--- src/rtl/reg_writeback_pkg.sv ---
// Shared widths, constants and the queue entry type for the register
// file write-back path.
package reg_writeback_pkg;

  localparam int DATA_W        = 16;
  localparam int ADDR_W        = 5;
  localparam int NUM_REGS      = 32;
  localparam int DEFAULT_DEPTH = 4;

  // Register 0 is hard-wired; writes to it are swallowed at the queue input.
  localparam logic [ADDR_W-1:0] ZERO_REG = '0;

  typedef struct packed {
    logic [ADDR_W-1:0] addr;
    logic [DATA_W-1:0] data;
  } wb_entry_t;

endpackage

--- src/rtl/reg_wb_match.sv ---
// Youngest-match search over the write-back queue. Walks the entries from
// the oldest (rd_ptr) to the youngest so the last match found wins.
module reg_wb_match
  import reg_writeback_pkg::*;
#(
  parameter int DEPTH = DEFAULT_DEPTH
) (
  input  wb_entry_t                    entries [DEPTH],
  input  logic [DEPTH-1:0]             valid,
  input  logic [$clog2(DEPTH)-1:0]     rd_ptr,
  input  logic [ADDR_W-1:0]            chk_addr,
  output logic                         hit,
  output logic [DATA_W-1:0]            data
);

  localparam int PTR_W = $clog2(DEPTH);

  logic [PTR_W-1:0] idx;

  // Age-ordered scan; a later (younger) match overrides an earlier one.
  always_comb begin
    hit  = 1'b0;
    data = '0;
    idx  = '0;
    if (chk_addr != ZERO_REG) begin
      for (int i = 0; i < DEPTH; i++) begin
        idx = rd_ptr + PTR_W'(i);
        if (valid[idx] && (entries[idx].addr == chk_addr)) begin
          hit  = 1'b1;
          data = entries[idx].data;
        end
      end
    end
  end

endmodule

--- src/rtl/reg_writeback.sv ---
// In-order write-back queue in front of the register file. Accepts results
// over valid/ready, commits one entry per cycle when the file is ready and
// exposes a pending-write lookup for operand forwarding. Data and address
// widths come from reg_writeback_pkg; DEPTH must be a power of two >= 2.
module reg_writeback
  import reg_writeback_pkg::*;
#(
  parameter int DEPTH = DEFAULT_DEPTH
) (
  input  logic                     clk,
  input  logic                     rst,
  input  logic                     wb_valid,
  output logic                     wb_ready,
  input  logic [ADDR_W-1:0]        wb_addr,
  input  logic [DATA_W-1:0]        wb_data,
  input  logic                     rf_ready,
  output logic                     rf_we,
  output logic [ADDR_W-1:0]        rf_waddr,
  output logic [DATA_W-1:0]        rf_wdata,
  input  logic [ADDR_W-1:0]        chk_addr,
  output logic                     chk_hit,
  output logic [DATA_W-1:0]        chk_data,
  output logic [$clog2(DEPTH):0]   count
);

  localparam int PTR_W = $clog2(DEPTH);
  localparam int CNT_W = PTR_W + 1;
  localparam logic [CNT_W-1:0] FULL = CNT_W'(DEPTH);

  wb_entry_t        entries [DEPTH];
  logic [DEPTH-1:0] valid;
  logic [PTR_W-1:0] rd_ptr;
  logic [PTR_W-1:0] wr_ptr;
  logic             push;
  logic             pop;

  // Ready depends only on occupancy, never on the commit side this cycle.
  assign wb_ready = (count < FULL);

  // Register-0 handshakes complete but never occupy a slot.
  assign push = wb_valid && wb_ready && (wb_addr != ZERO_REG);

  assign rf_we    = (count != '0) && rf_ready;
  assign pop      = rf_we;
  assign rf_waddr = entries[rd_ptr].addr;
  assign rf_wdata = entries[rd_ptr].data;

  // Queue storage, pointers and occupancy. Push and pop never target the
  // same slot: a pop needs count>0 and a push at count==DEPTH is blocked.
  always_ff @(posedge clk) begin
    if (rst) begin
      for (int i = 0; i < DEPTH; i++) begin
        entries[i] <= '0;
      end
      valid  <= '0;
      rd_ptr <= '0;
      wr_ptr <= '0;
      count  <= '0;
    end else begin
      if (push) begin
        entries[wr_ptr] <= '{addr: wb_addr, data: wb_data};
        valid[wr_ptr]   <= 1'b1;
        wr_ptr          <= wr_ptr + PTR_W'(1);
      end
      if (pop) begin
        valid[rd_ptr] <= 1'b0;
        rd_ptr        <= rd_ptr + PTR_W'(1);
      end
      case ({push, pop})
        2'b10:   count <= count + CNT_W'(1);
        2'b01:   count <= count - CNT_W'(1);
        default: count <= count;
      endcase
    end
  end

  reg_wb_match #(
    .DEPTH (DEPTH)
  ) u_match (
    .entries  (entries),
    .valid    (valid),
    .rd_ptr   (rd_ptr),
    .chk_addr (chk_addr),
    .hit      (chk_hit),
    .data     (chk_data)
  );

endmodule

--- config.mk ---
export PLATFORM = sky130hd
export DESIGN_NAME = reg_writeback
export DESIGN_NICKNAME = d
export VERILOG_FILES = /design/src/rtl/reg_writeback_pkg.sv /design/src/rtl/reg_wb_match.sv /design/src/rtl/reg_writeback.sv
export SDC_FILE = /design/constraint.sdc
export NUM_CORES = 1
export LEC_CHECK = 0
export CELL_PAD_IN_SITES_DETAIL_PLACEMENT = 0
export CELL_PAD_IN_SITES_GLOBAL_PLACEMENT = 1
export CORE_UTILIZATION = 45
export DETAILED_ROUTE_END_ITERATION = 6
export GPL_TIMING_DRIVEN = 0
export PLACE_DENSITY = 0.92
export SLEW_MARGIN = 25
export SYNTH_ARGS = -nofsm -noshare
export SYNTH_HDL_FRONTEND = slang
export SYNTH_SLANG_ARGS = --single-unit
--- constraint.sdc ---
create_clock -name clk -period 6.45 [get_ports clk]
set_input_delay 1.29 -clock clk [delete_from_list [all_inputs] [get_ports clk]]
set_output_delay 1.29 -clock clk [all_outputs]
set_load 0.005 [all_outputs]
Word-level counts from Yosys, hierarchy flattened. Cells that the tools add are included.

Bitwise operators: 8. Equal/unequal tests: 6. Order comparisons: 14. Mux-type cells: 41. Reduce and logical (&&, ||, !) cells: 14. Add/subtract/negate cells: 6.

Operator list (count): 21-bit two-way mux (9); 21-bit binary-select mux with 2-bit select (4); 84-bit bitwise mux (1); 16-bit two-way mux (5); 21-bit demux with 2-bit select (1); 5-bit equality test (4); 3-bit >= comparator, second input constant (5); 2-bit by 3-bit less-than comparator with 1-bit output, second input constant (5); 2-bit inverter with 3-bit output (5); 4-bit two-way mux (3); 1-bit two-way mux (11); 1-bit logical AND (10); 5-bit nonzero test (2); 1-bit binary-select mux with 2-bit select (4); 3-bit case mux with 2 select lines (1); 2-bit by 1-bit adder with 2-bit output, second input constant (2); 2-bit adder, second input constant (2); 4-bit bitwise AND (1); 1-bit demux with 2-bit select (2); 2-bit by 1-bit >= comparator with 1-bit output, second input constant (2); 4-bit inverter (1); 4-bit bitwise OR (1); 3-bit by 1-bit adder with 3-bit output, second input constant (1); 3-bit by 1-bit less-than comparator with 1-bit output, second input constant (1); other kinds (6) (6).

Word-level logic and storage cells: 101. Output and inout bits: 43. Register bits: 95. Input bits: 30.

Logic depth before layout (Yosys ltp). Gate-level depths: netlist of the first run.

Depth after elaboration: 11. Mapped depth: 18. Depth with buffers taken out: 9.

Modules after synthesis. From an unflattened synthesis of the first run, not the netlist that was laid out.

Cell total of the unflattened synthesis: 794. Area, all modules: 7347.0 µm².

Modules (own cells, without submodules): reg_writeback (cells each 399, area each 4250.3 µm², sequential area each 1901.8 µm², instances 1); reg_wb_match (cells each 395, area each 3096.7 µm², sequential area each 0.0 µm², instances 1).

Worst setup path after synthesis of the first run. No wires, ideal clock.

Kind: register to output. From: reg rd_ptr[1]. To: out chk_data[10]. Buffers on the path: 8. Setup slack: 1.472 ns. Stages on the path, launching flop included: 18. Data required time: 5.160 ns. Arrival time: 3.688 ns. Path through: dfxtp_1 buf_2 buf_6 buf_4 buf_2 buf_1 inv_1 ha_1 buf_6 mux4_2 xor2_1 nor2_2 nand4_2 nor2b_1 buf_2 buf_6 a211oi_2 nor3_1.

Cells in the longest elaborated chain, start to end: 11. Elaborated cells on any way between the ends: 40. Those cells by class: add/sub (3); eq/ne (4); mux (25); bitwise (4); reduce/logical (4).

RTL lines: start, declared (RTL line reg_writeback.sv:32) `logic [PTR_W-1:0] rd_ptr;`; start signal, assigned (RTL line reg_writeback.sv:67) `rd_ptr <= rd_ptr + PTR_W'(1);`; 2-bit by 1-bit adder with 2-bit output / 2-bit inverter with 3-bit output (equally long branches) (RTL line reg_wb_match.sv:27, reg_wb_match.sv:28, reg_wb_match.sv:30); 2-bit inverter with 3-bit output (implied by the code) / 21-bit binary-select mux with 2-bit select (equally long branches) (RTL line reg_wb_match.sv:28, reg_wb_match.sv:30); 21-bit binary-select mux with 2-bit select / 21-bit two-way mux (equally long branches) (RTL line reg_wb_match.sv:28, reg_wb_match.sv:30); 21-bit two-way mux (implied by the code) (RTL line reg_wb_match.sv:28) `if (valid[idx] && (entries[idx].addr == chk_addr)) begin`; 21-bit two-way mux (implied by the code) / 5-bit equality test (equally long branches) (RTL line reg_wb_match.sv:30, reg_wb_match.sv:28); 5-bit equality test / 1-bit logical AND (equally long branches) (RTL line reg_wb_match.sv:28); 1-bit logical AND / 16-bit two-way mux (equally long branches) (RTL line reg_wb_match.sv:28); 16-bit two-way mux (2 in a row) (RTL line reg_wb_match.sv:28); 16-bit two-way mux * (RTL line reg_wb_match.sv:28); 16-bit two-way mux * (RTL line reg_wb_match.sv:25) `if (chk_addr != ZERO_REG) begin`; end, declared (RTL line reg_writeback.sv:22) `output logic [DATA_W-1:0] chk_data,`.

Mark *: on every way between the ends. The rest lies on a longest branch, timed or not. The select of a mux whose other input is x is not followed.

Worst setup path after layout of the first run. Same ends and word-level chain as after synthesis.

==> results of run 1 <==
## final cells by class
class	instances	area (sq um)	share of cell area, %
inverters	10	37.54	0.4781
well taps	184	230.2	2.932
plain buffers	61	330.3	4.207
multi-input cells	520	4355	55.47
flip-flops and latches	95	1902	24.22
clock buffers	13	260.3	3.315
repair buffers	67	670.6	8.542
clock inverters	3	65.06	0.8287
## power groups by stage
stage | Combinational [mW] | Clock [mW] | Sequential [mW]
6_report | 1.08 | 0.588 | 0.734
3_3_place_gp | 1.04 | 0 | 0.732
5_1_grt | 1.14 | 0.615 | 0.741
3_5_place_dp | 1.07 | 0 | 0.741
4_1_cts | 1.07 | 0.588 | 0.729
2_1_floorplan | 0.755 | 0 | 0.713
## through the flow
| stage | cells | utilization [%] | setup TNS, ns | hold WS [ns] | power, mW |
|---|---|---|---|---|---|
| floorplan | 688 | - | 0 | 0.4628 | 1.468 |
| global placement | 939 | 52.04 | 0 | 0.4728 | 1.775 |
| detailed placement | 939 | 52.04 | -0.3805 | 0.4885 | 1.813 |
| CTS | 953 | 54.23 | 0 | 0.4975 | 2.390 |
| global route | 953 | 54.23 | 0 | 0.5228 | 2.501 |
| finish | 953 | 54.23 | 0 | 0.5004 | 2.398 |
## worst max-delay path by stage
stage	from	end	slack [ns]	cells past startpoint
floorplan	rd_ptr[1]	chk_data[10]	1.47	17
global placement	rd_ptr[1]	chk_data[11]	0.02	17
detailed placement	rd_ptr[1]	chk_data[13]	-0.09	17
CTS	rd_ptr[1]	chk_data[10]	0.32	15
global route	rd_ptr[1]	chk_data[12]	0.06	15
finish	rd_ptr[1]	chk_data[10]	0.26	15
## sequential cells by signal, summed over array words and instances, names as in the netlist
| register | flops |
|---|---|
| count | 3 |
| entries | 84 |
| rd_ptr | 2 |
| valid | 4 |
| wr_ptr | 2 |
## per-layer routing
layer  track usage, %  vias up  routed length [um]
met5                0        -                   0
met4            12.58        0                 461
met3            4.566       44                2042
met2            46.93      364               10240
met1            37.15     2943                8070
li1                 -     2658                   -
## worst min-delay path, cell delays in order (launching register included)
cell	delay, ns
dfxtp_1	0.34
nand2_1	0.06
a21oi_1	0.05
## cells in the final DEF (no fill, tap or decap), types with 12 or more instances in the layout
| master | n |
|---|---|
| clkbuf_1 | 36 |
| buf_2 | 12 |
| mux2i_1 | 21 |
| nor2b_1 | 13 |
| xnor2_1 | 25 |
| nor3_1 | 17 |
| dfxtp_1 | 95 |
| a21oi_1 | 87 |
| mux4_2 | 75 |
| nor2_1 | 15 |
| nand2_1 | 174 |
| clkdlybuf4s50_1 | 67 |
## cells by family (layout without fill, tap and decap cells)
logic type	after synthesis	after routing	share of synthesized area (%)
xor gates and xnor gates	29	29	3.829
DFF	95	95	28.67
muxes	100	100	29.76
adders and majority gates	10	10	1.999
and+or+nand+nor	240	240	15.43
AOI/OAI and AO/OA	141	141	14.64
buffers and inverters	73	154	5.677
==> flow_summary_export.csv, run 1 <==
group,metric,value,unit
status,outcome,"complete, but fails checks",
status,violations,"design-rule violations",
pwr,p_seq_share,30.6,%
critical_path,crit_path_max_incr_delay,0.56,ns
die,initial_core_util,45.82,%
pwr,p_per_area,305.4,nW/um^2
timing,relSlewSlack,42.61,%
logic_synthesis,syn_inst,688,
critical_path,crit_fanout,28,
pwr,p_int,1.512,mW
route,first_iter_violations,627,
logic_synthesis,netlist_top_cells_count,"nand2_1 (174), dfxtp_1 (95), a21oi_1 (87)",
route,finalWirelength,20810,um
critical_path,critical_path_buf_inv_count,7,
placement,dpl-instance-area,7535,sq um
clock_tree,cts_buffer_depth,2,
logic_synthesis,synthTopCellsByArea,"dfxtp_1 (29%), mux4_2 (25%), nand2_1 (9.8%)",
timing,period_share,95.97,%
logic_synthesis,synthFlopType,"dfxtp_1",
clock_tree,cts_resized,0,
clock_tree,cts_hold_buf,0,
clock_tree,clkTransAtPathRegs,0.07,ns
pwr,p_comb_share,44.9,%
pwr,p_sw_share,36.96,%
timing,finalSetupViolCount,0,
logic_synthesis,synth_area,6634,sq um
clock_tree,root_buffer,"clkbuf_16",
timing,clock.fmax,161.6,MHz
critical_path,r2r_cells,12,
die,io_pins,73,
timing,worst_slew_pin_slew,0.8609,ns
min_path,holdPathStages,2,
critical_path,crit_chain,"buf_2 -> buf_6 -> buf_4 -> inv_1 -> ha_1 -> buf_6 -> mux4_2 -> xor2_1 -> nor2_2 -> nand4_2 -> clkbuf_1 -> nor2b_1 -> a211oi_2 -> nor3_1 -> clkdlybuf4s50_1",
grt,antenna_found_initial,0,
clock_tree,cts.sinks,95,
critical_path,critPathMostFrequentCell,"buf_6",
critical_path,critPathRequiredTime,5.16,ns
logic_synthesis,synth_edf_count,0,
cells_and_area,num_antenna_cells,0,
cells_and_area,final_nets,804,
placement,gp_congestion,0.8949,
die,num_rows,44,
min_path,hold_start,"entries[57]",
cells_and_area,drive_gt1_share,18.47,%
clock_tree,htreeDepth,3,
route,postRouteAntennaNets,0,
cells_and_area,post-route-cell-area,7851,sq um
critical_path,crit_family,"buffers and inverters",
logic_synthesis,synth_area_per_cell,9.642,sq um
logic_synthesis,yosysMostFrequentCell,"nand2_1",
logic_synthesis,synth.distinct_cells,53,
route,drc_errors,1,
pwr,power_leakage,2.506,nW
logic_synthesis,synth_nets,728,
timing,drv_slew,0,
timing,fin_skew,0.007385,ns
critical_path,reg2reg_to,"rd_ptr[1]",
cells_and_area,n_fill_cell,1267,
pwr,pwr-share-clk,24.5,%
placement,pre_cts_slack,-0.08843,ns
critical_path,startpoint_type,"flop",
clock_tree,numCtsBuffers,9,
route,wire_per_inst,21.84,um
logic_synthesis,synth_seq_cells,95,
grt,grt_pass1_vias,6021,
timing,setup_slack,0.2601,ns
route,drtPass1Iterations,7,
grt,grt_pass1_wl,32370,um
timing,finalHoldViolations,0,
run,cap_violations,0,
min_path,whs_endpoint,"entries[57]",
pwr,switchingPower,0.8861,mW
logic_synthesis,synth_top_cell_area_share,28.67,%
pwr,ir_worst_vdd,0.1567,mV
grt,grt_max_degree,29,
grt,track_usage,28.57,%
critical_path,timing_worst_setup_path_type,"flop to output pin",
critical_path,critPathCaptureType,"output pin",
die,core-area,14480,sq um
grt,grt-ovfl-total,0,
route,vias_per_cell,6.305,
logic_synthesis,yosys.area.top_type,"dfxtp_1",
die,die_w,123.4,um
critical_path,r2r_start,"rd_ptr[1]",
placement,dp_hpwl,14890,um
die,die_h,123.4,um
critical_path,cp_slowest_cell,"clkdlybuf4s50_1",
critical_path,worst_ep_arrival_time,4.90,ns
route,detailroute.via_count,6009,
critical_path,r2r_setup_slack,2.95,ns
timing,rsz0062_at_grt,"no",
clock_tree,clock_latency,0.35,ns
clock_tree,post_cts_buffers,0,
timing,min_period,6.190,ns
clock_tree,cts_tree,"built",
logic_synthesis,async_reset_ff_share,0,%
logic_synthesis,ys_seq_area_share,28.67,%
die,dieArea,15230,sq um
cells_and_area,syn_to_final_growth,18.35,%
min_path,min_path_type,"flop to flop",
logic_synthesis,ys_warn_count,0,
placement,io_buffers,67,
Note: power is estimated with default switching activity, not from simulation.
==> inputs of run 2 (changes only) <==
- CORE_MARGIN: default -> 2
==> flow_summary_export.csv, run 2 (synthesis results as in run 1) <==
group,metric,value,unit
die,core-area,14480,sq um
cells_and_area,largest_reg_flops,84,
pwr,power_leakage,2.484,nW
cells_and_area,drive_gt1_share,18.21,%
cells_and_area,largestRegisters,"entries (84), valid (4), count (3)",
clock_tree,cts_hold_buf,0,
timing,fin_skew,0.004496,ns
critical_path,r2r_start,"rd_ptr[1]",
clock_tree,cts.sinks,95,
route,postRouteAntennaNets,0,
pwr,p_per_area,299.4,nW/um^2
critical_path,crit_chain,"buf_2 -> buf_6 -> buf_4 -> inv_1 -> ha_1 -> buf_6 -> mux4_2 -> xor2_1 -> nor2_2 -> nand4_2 -> clkbuf_1 -> nor2b_1 -> a211oi_2 -> nor3_1 -> clkdlybuf4s50_1",
timing,drv_slew,0,
die,dieArea,15730,sq um
cells_and_area,final_nets,804,
grt,grt-ovfl-total,0,
route,wire_per_inst,21.97,um
clock_tree,numCtsBuffers,9,
timing,relSlewSlack,40.34,%
timing,period_share,95.24,%
min_path,min_path_type,"flop to flop",
critical_path,crit_path_max_incr_delay,0.56,ns
clock_tree,post_cts_buffers,0,
placement,pre_cts_slack,-0.06171,ns
timing,min_period,6.143,ns
clock_tree,cts_buffer_depth,2,
cells_and_area,n_fill_cell,1291,
clock_tree,cts_resized,0,
critical_path,cp_slowest_cell,"clkdlybuf4s50_1",
route,detailroute.via_count,6005,
critical_path,critPathMostFrequentCell,"buf_6",
clock_tree,clkTransAtPathRegs,0.06,ns
route,first_iter_violations,687,
cells_and_area,layout_common_cells,"nand2_1 (174), dfxtp_1 (95), a21oi_1 (87)",
route,vias_per_cell,6.301,
cells_and_area,seq_area,1902,sq um
grt,grt_pass1_wl,33000,um
placement,io_buffers,67,
timing,finalSetupViolCount,0,
grt,track_usage,27.07,%
timing,clock.fmax,162.8,MHz
critical_path,timing_worst_setup_path_type,"flop to output pin",
route,finalWirelength,20940,um
die,io_pins,73,
critical_path,worstSetupStartpoint,"rd_ptr[1]",
critical_path,crit_fanout,28,
die,num_rows,44,
cells_and_area,mostFrequentLayoutCell,"nand2_1",
clock_tree,htreeDepth,3,
critical_path,startpoint_type,"flop",
min_path,hold_start,"entries[10]",
cells_and_area,multiInputGateArea,4355,sq um
die,die_h,125.4,um
route,drc_errors,0,
pwr,ir_worst_vdd,0.1746,mV
timing,rsz0062_at_grt,"no",
cells_and_area,syn_to_final_growth,17.73,%
critical_path,worst_ep_arrival_time,4.85,ns
grt,antenna_found_initial,0,
timing,finalHoldViolations,0,
critical_path,critPathCaptureType,"output pin",
clock_tree,cts_tree,"built",
die,die_w,125.4,um
timing,hold_slack,0.5019,ns
route,drtPass1Iterations,5,
critical_path,critPathRequiredTime,5.16,ns
clock_tree,clock_latency,0.34,ns
placement,gp_congestion,0.9399,
run,cap_violations,0,
clock_tree,root_buffer,"clkbuf_16",
grt,grt_pass1_vias,6142,
grt,grt_max_degree,29,
timing,worst_slew_pin_slew,0.8948,ns
placement,dp_hpwl,14900,um
timing,setup_slack,0.3068,ns
die,initial_core_util,45.82,%
timing,fin_setup_tns,0,ns
cells_and_area,regMostFlops,"entries",
status,outcome,"finished clean",
cells_and_area,num_antenna_cells,0,
==> run 2: cell count changes in the layout (fill, tap and decap cells not counted), sizes merged <==
cell / delta
bufinv: -1
clkinv: +1
==> run 2: critical path: cells and delay by family, from the launching register on <==
family / cells / cell delay, ns
flip-flops: 1 / 0.36
AO/OA/AOI/OAI: 1 / 0.07
multiplexers: 1 / 0.51
AND/OR/NAND/NOR: 4 / 0.93
XOR/XNOR: 1 / 0.17
adder cells (fa/ha/maj): 1 / 0.33
buffers and inverters: 7 / 2.10
==> run 2: final timing paths <==
check            endpoint  slack, ns  depth (start not counted)
max          chk_data[10]       0.31                         15
min           entries[10]       0.50                          2
max reg2reg     rd_ptr[1]       2.98                         12
min reg2reg   entries[10]       0.50                          2
==> run 2: cell type report <==
cell class                      instances  share of cell area, %
Inverter                               10                 0.4806
Sequential cell                        95                  24.35
Buffer                                 61                  4.229
Clock inverter                          3                 0.5607
Clock buffer                           13                  3.076
Tap cell                              184                  2.948
Multi-Input combinational cell        520                  55.77
Timing Repair Buffer                   67                  8.587
==> run 2: power by group <==
part	internal [mW]	total (mW)	switching (mW)
clock network	0.302	0.530	0.229
registers	0.649	0.733	0.0838
logic	0.503	1.08	0.573
total	1.45	2.34	0.885
==> run 2: metal layers <==
metal | GRT usage (%) | part of all wire (%) | vias to the layer above
li1 | - | - | 2656
met1 | 34.98 | 37 | 2901
met2 | 43.77 | 48 | 385
met3 | 5.049 | 10 | 63
met4 | 13.59 | 3.6 | 0
met5 | 0 | 0 | -
==> run 2: per-stage QoR <==
stage          cells  util (%)  cell area, sq um  power (mW)
2_1_floorplan    688         -              6634       1.468
3_3_place_gp     939     52.04              7535       1.777
3_5_place_dp     939     52.04              7535       1.811
4_1_cts          953     53.94              7810       2.332
5_1_grt          953     53.94              7810       2.450
6_report         953     53.94              7810       2.339
==> inputs of run 3 (changes only) <==
- ABC_AREA: default -> 1
- CORE_UTILIZATION: 45 -> 39
- PLACE_DENSITY: 0.92 -> default
- PLACE_DENSITY_LB_ADDON: default -> 0.1
==> flow_summary_export.csv, run 3 <==
group,metric,value,unit
clock_tree,numCtsBuffers,9,
critical_path,critPathCaptureType,"output pin",
critical_path,timing_worst_setup_path_type,"flop to output pin",
cells_and_area,layout_common_cells,"nand2_1 (377), o21ai_0 (181), a21oi_1 (115)",
die,num_rows,46,
route,drtPass1Iterations,5,
critical_path,r2r_setup_slack,3.53,ns
clock_tree,cts_hold_buf,0,
min_path,min_path_type,"flop to flop",
logic_synthesis,syn_inst,1102,
clock_tree,post_cts_buffers,0,
logic_synthesis,synth_area_per_cell,5.818,sq um
critical_path,startpoint_type,"flop",
critical_path,cp_slowest_cell,"clkbuf_1",
route,drc_errors,0,
critical_path,critPathMostFrequentCell,"nand3_1",
grt,grt_pass1_vias,6310,
logic_synthesis,synthFlopType,"dfxtp_1",
cells_and_area,largestRegisters,"entries (84), valid (4), count (3)",
clock_tree,clkTransAtPathRegs,0.07,ns
critical_path,critical_path_buf_inv_count,8,
grt,grt_max_degree,16,
critical_path,crit_path_max_incr_delay,0.57,ns
route,vias_per_cell,5.180,
pwr,p_per_area,374.5,nW/um^2
logic_synthesis,yosysMostFrequentCell,"nand2_1",
clock_tree,cts.sinks,95,
logic_synthesis,synth_nets,1142,
die,initial_core_util,40.07,%
cells_and_area,largest_reg_flops,84,
logic_synthesis,synth_edf_count,0,
timing,worst_slew_pin_slew,0.6803,ns
clock_tree,cts_buffer_depth,2,
critical_path,crit_family,"buffers and inverters",
timing,period_share,88.91,%
run,cap_violations,0,
cells_and_area,syn_to_final_growth,20.71,%
logic_synthesis,ys_seq_area_share,29.66,%
pwr,ir_worst_vdd,0.1967,mV
critical_path,critPathRequiredTime,5.16,ns
critical_path,crit_chain,"inv_2 -> clkbuf_1 -> clkbuf_1 -> ha_1 -> clkbuf_2 -> inv_1 -> buf_2 -> nand3_1 -> nand3_1 -> nand2_1 -> nor2_1 -> nand3_2 -> buf_2 -> nand2_1 -> nand3_1 -> a21oi_1 -> clkdlybuf4s50_1",
timing,drv_slew,0,
clock_tree,cts_resized,0,
placement,dp_hpwl,18190,um
clock_tree,clock_latency,0.35,ns
cells_and_area,final_nets,1224,
logic_synthesis,synth_seq_cells,95,
logic_synthesis,ys_warn_count,0,
clock_tree,cts_tree,"built",
logic_synthesis,async_reset_ff_share,0,%
logic_synthesis,netlist_top_cells_count,"nand2_1 (377), o21ai_0 (181), a21oi_1 (115)",
critical_path,r2r_start,"rd_ptr[1]",
critical_path,reg2reg_to,"rd_ptr[1]",
status,outcome,"finished clean",
grt,grt-ovfl-total,0,
grt,antenna_found_initial,0,
cells_and_area,drive_gt1_share,4.794,%
logic_synthesis,synth_top_cell_area_share,29.66,%
critical_path,crit_fanout,11,
route,postRouteAntennaNets,0,
placement,pre_cts_slack,1.170,ns
cells_and_area,n_fill_cell,1800,
route,finalWirelength,23320,um
pwr,power_leakage,3.161,nW
die,die_w,132.2,um
die,dieArea,17480,sq um
timing,relSlewSlack,54.65,%
timing,finalSetupViolCount,0,
logic_synthesis,yosys.area.top_type,"dfxtp_1",
logic_synthesis,synth_area,6411,sq um
timing,finalHoldViolations,0,
cells_and_area,num_antenna_cells,0,
timing,fin_skew,0.006702,ns
timing,min_period,5.735,ns
min_path,whs_endpoint,"entries[49]",
die,die_h,132.2,um
timing,fin_setup_tns,0,ns
logic_synthesis,synth.distinct_cells,33,
clock_tree,htreeDepth,3,
clock_tree,root_buffer,"clkbuf_16",
route,detailroute.via_count,7278,
cells_and_area,mostFrequentLayoutCell,"nand2_1",
timing,rsz0062_at_grt,"no",
grt,grt_pass1_wl,36560,um
critical_path,r2r_cells,9,
placement,gp_congestion,0.8769,
timing,setup_slack,0.7154,ns
route,wire_per_inst,16.60,um
cells_and_area,regMostFlops,"entries",
min_path,holdPathStages,2,
grt,track_usage,26.56,%
timing,clock.fmax,174.4,MHz
logic_synthesis,synthTopCellsByArea,"dfxtp_1 (30%), nand2_1 (22%), o21ai_0 (14%)",
placement,io_buffers,71,
min_path,hold_start,"entries[49]",
die,io_pins,73,
critical_path,worst_ep_arrival_time,4.44,ns
die,core-area,16000,sq um
route,first_iter_violations,680,
==> run 3: changes by cell type in the layout (fill, tap and decap cells not counted), sizes merged, moves of 5 or more <==
cell / previous run / this run
a211oi: 20 / 0
a21oi: 87 / 115
and2b: 5 / 0
inv: 10 / 100
mux2i: 21 / 0
mux4: 77 / 0
nand2: 175 / 379
nand3: 2 / 72
nor2: 16 / 50
nor2b: 13 / 0
nor3: 17 / 4
o21ai: 5 / 195
o22ai: 16 / 0
xnor2: 25 / 0
==> run 3: logic make-up after synthesis <==
family	synth area share [%]
AND/OR/NAND/NOR	31.85
AO/OA/AOI/OAI	24.92
buffers and inverters	11.22
flip-flops	29.66
adder cells (fa/ha/maj)	2.069
XOR/XNOR	0.2733
==> run 3: worst max-delay path by stage <==
stage | start | endpoint | cells after the start
2_1_floorplan | rd_ptr[1] | chk_data[10] | 16
3_5_place_dp | rd_ptr[1] | chk_data[10] | 17
5_1_grt | rd_ptr[1] | chk_data[3] | 17
4_1_cts | rd_ptr[1] | chk_data[10] | 17
3_3_place_gp | rd_ptr[1] | chk_data[10] | 17
6_report | rd_ptr[1] | chk_data[13] | 17
==> run 3: worst reg2reg max path: stages, from the launching register on <==
cell,delay (ns)
dfxtp_1,0.43
inv_2,0.14
clkbuf_1,0.33
clkbuf_1,0.58
ha_1,0.22
clkbuf_2,0.19
buf_2,0.25
clkbuf_1,0.42
o21ai_0,0.17
a21oi_1,0.13
==> run 3: cell type report <==
cell class	count	area [sq um]	share of cell area (%)
well taps	216	270.3	3.492
inverters	101	384.1	4.964
clock buffers	10	239.0	3.088
multi-input cells	835	3790	48.97
repair buffers	71	710.7	9.184
plain buffers	71	335.3	4.333
flip-flops and latches	95	1902	24.58
clock inverters	6	107.6	1.390
==> run 3: report_power, final <==
group / internal (mW) / switching, mW / leakage, nW / total, mW
sequential: 0.665 / 0.0564 / 0.775 / 0.721
combinational: 0.549 / 1.01 / 2.22 / 1.56
clock: 0.388 / 0.230 / 0.168 / 0.618
total: 1.60 / 1.30 / 3.16 / 2.90
==> run 3: per-layer routing <==
metal	part of all wire, %	GRT usage (%)	routed length [um]
met1	52	43.91	12160
met2	38	35.33	8888
met3	9.0	4.344	2096
met4	0.77	4.719	180
met5	0	0	0
==> run 3: metrics by stage <==
stage	cells	cell area, sq um	power [mW]	utilization (%)	hold slack (ns)
floorplan	1102	6411	1.686	-	0.4389
global placement	1389	7392	2.247	46.20	0.4538
detailed placement	1389	7392	2.257	46.20	0.4570
CTS	1405	7739	2.871	48.37	0.4670
global route	1405	7739	3.128	48.37	0.4918
finish	1405	7739	2.898	48.37	0.4681
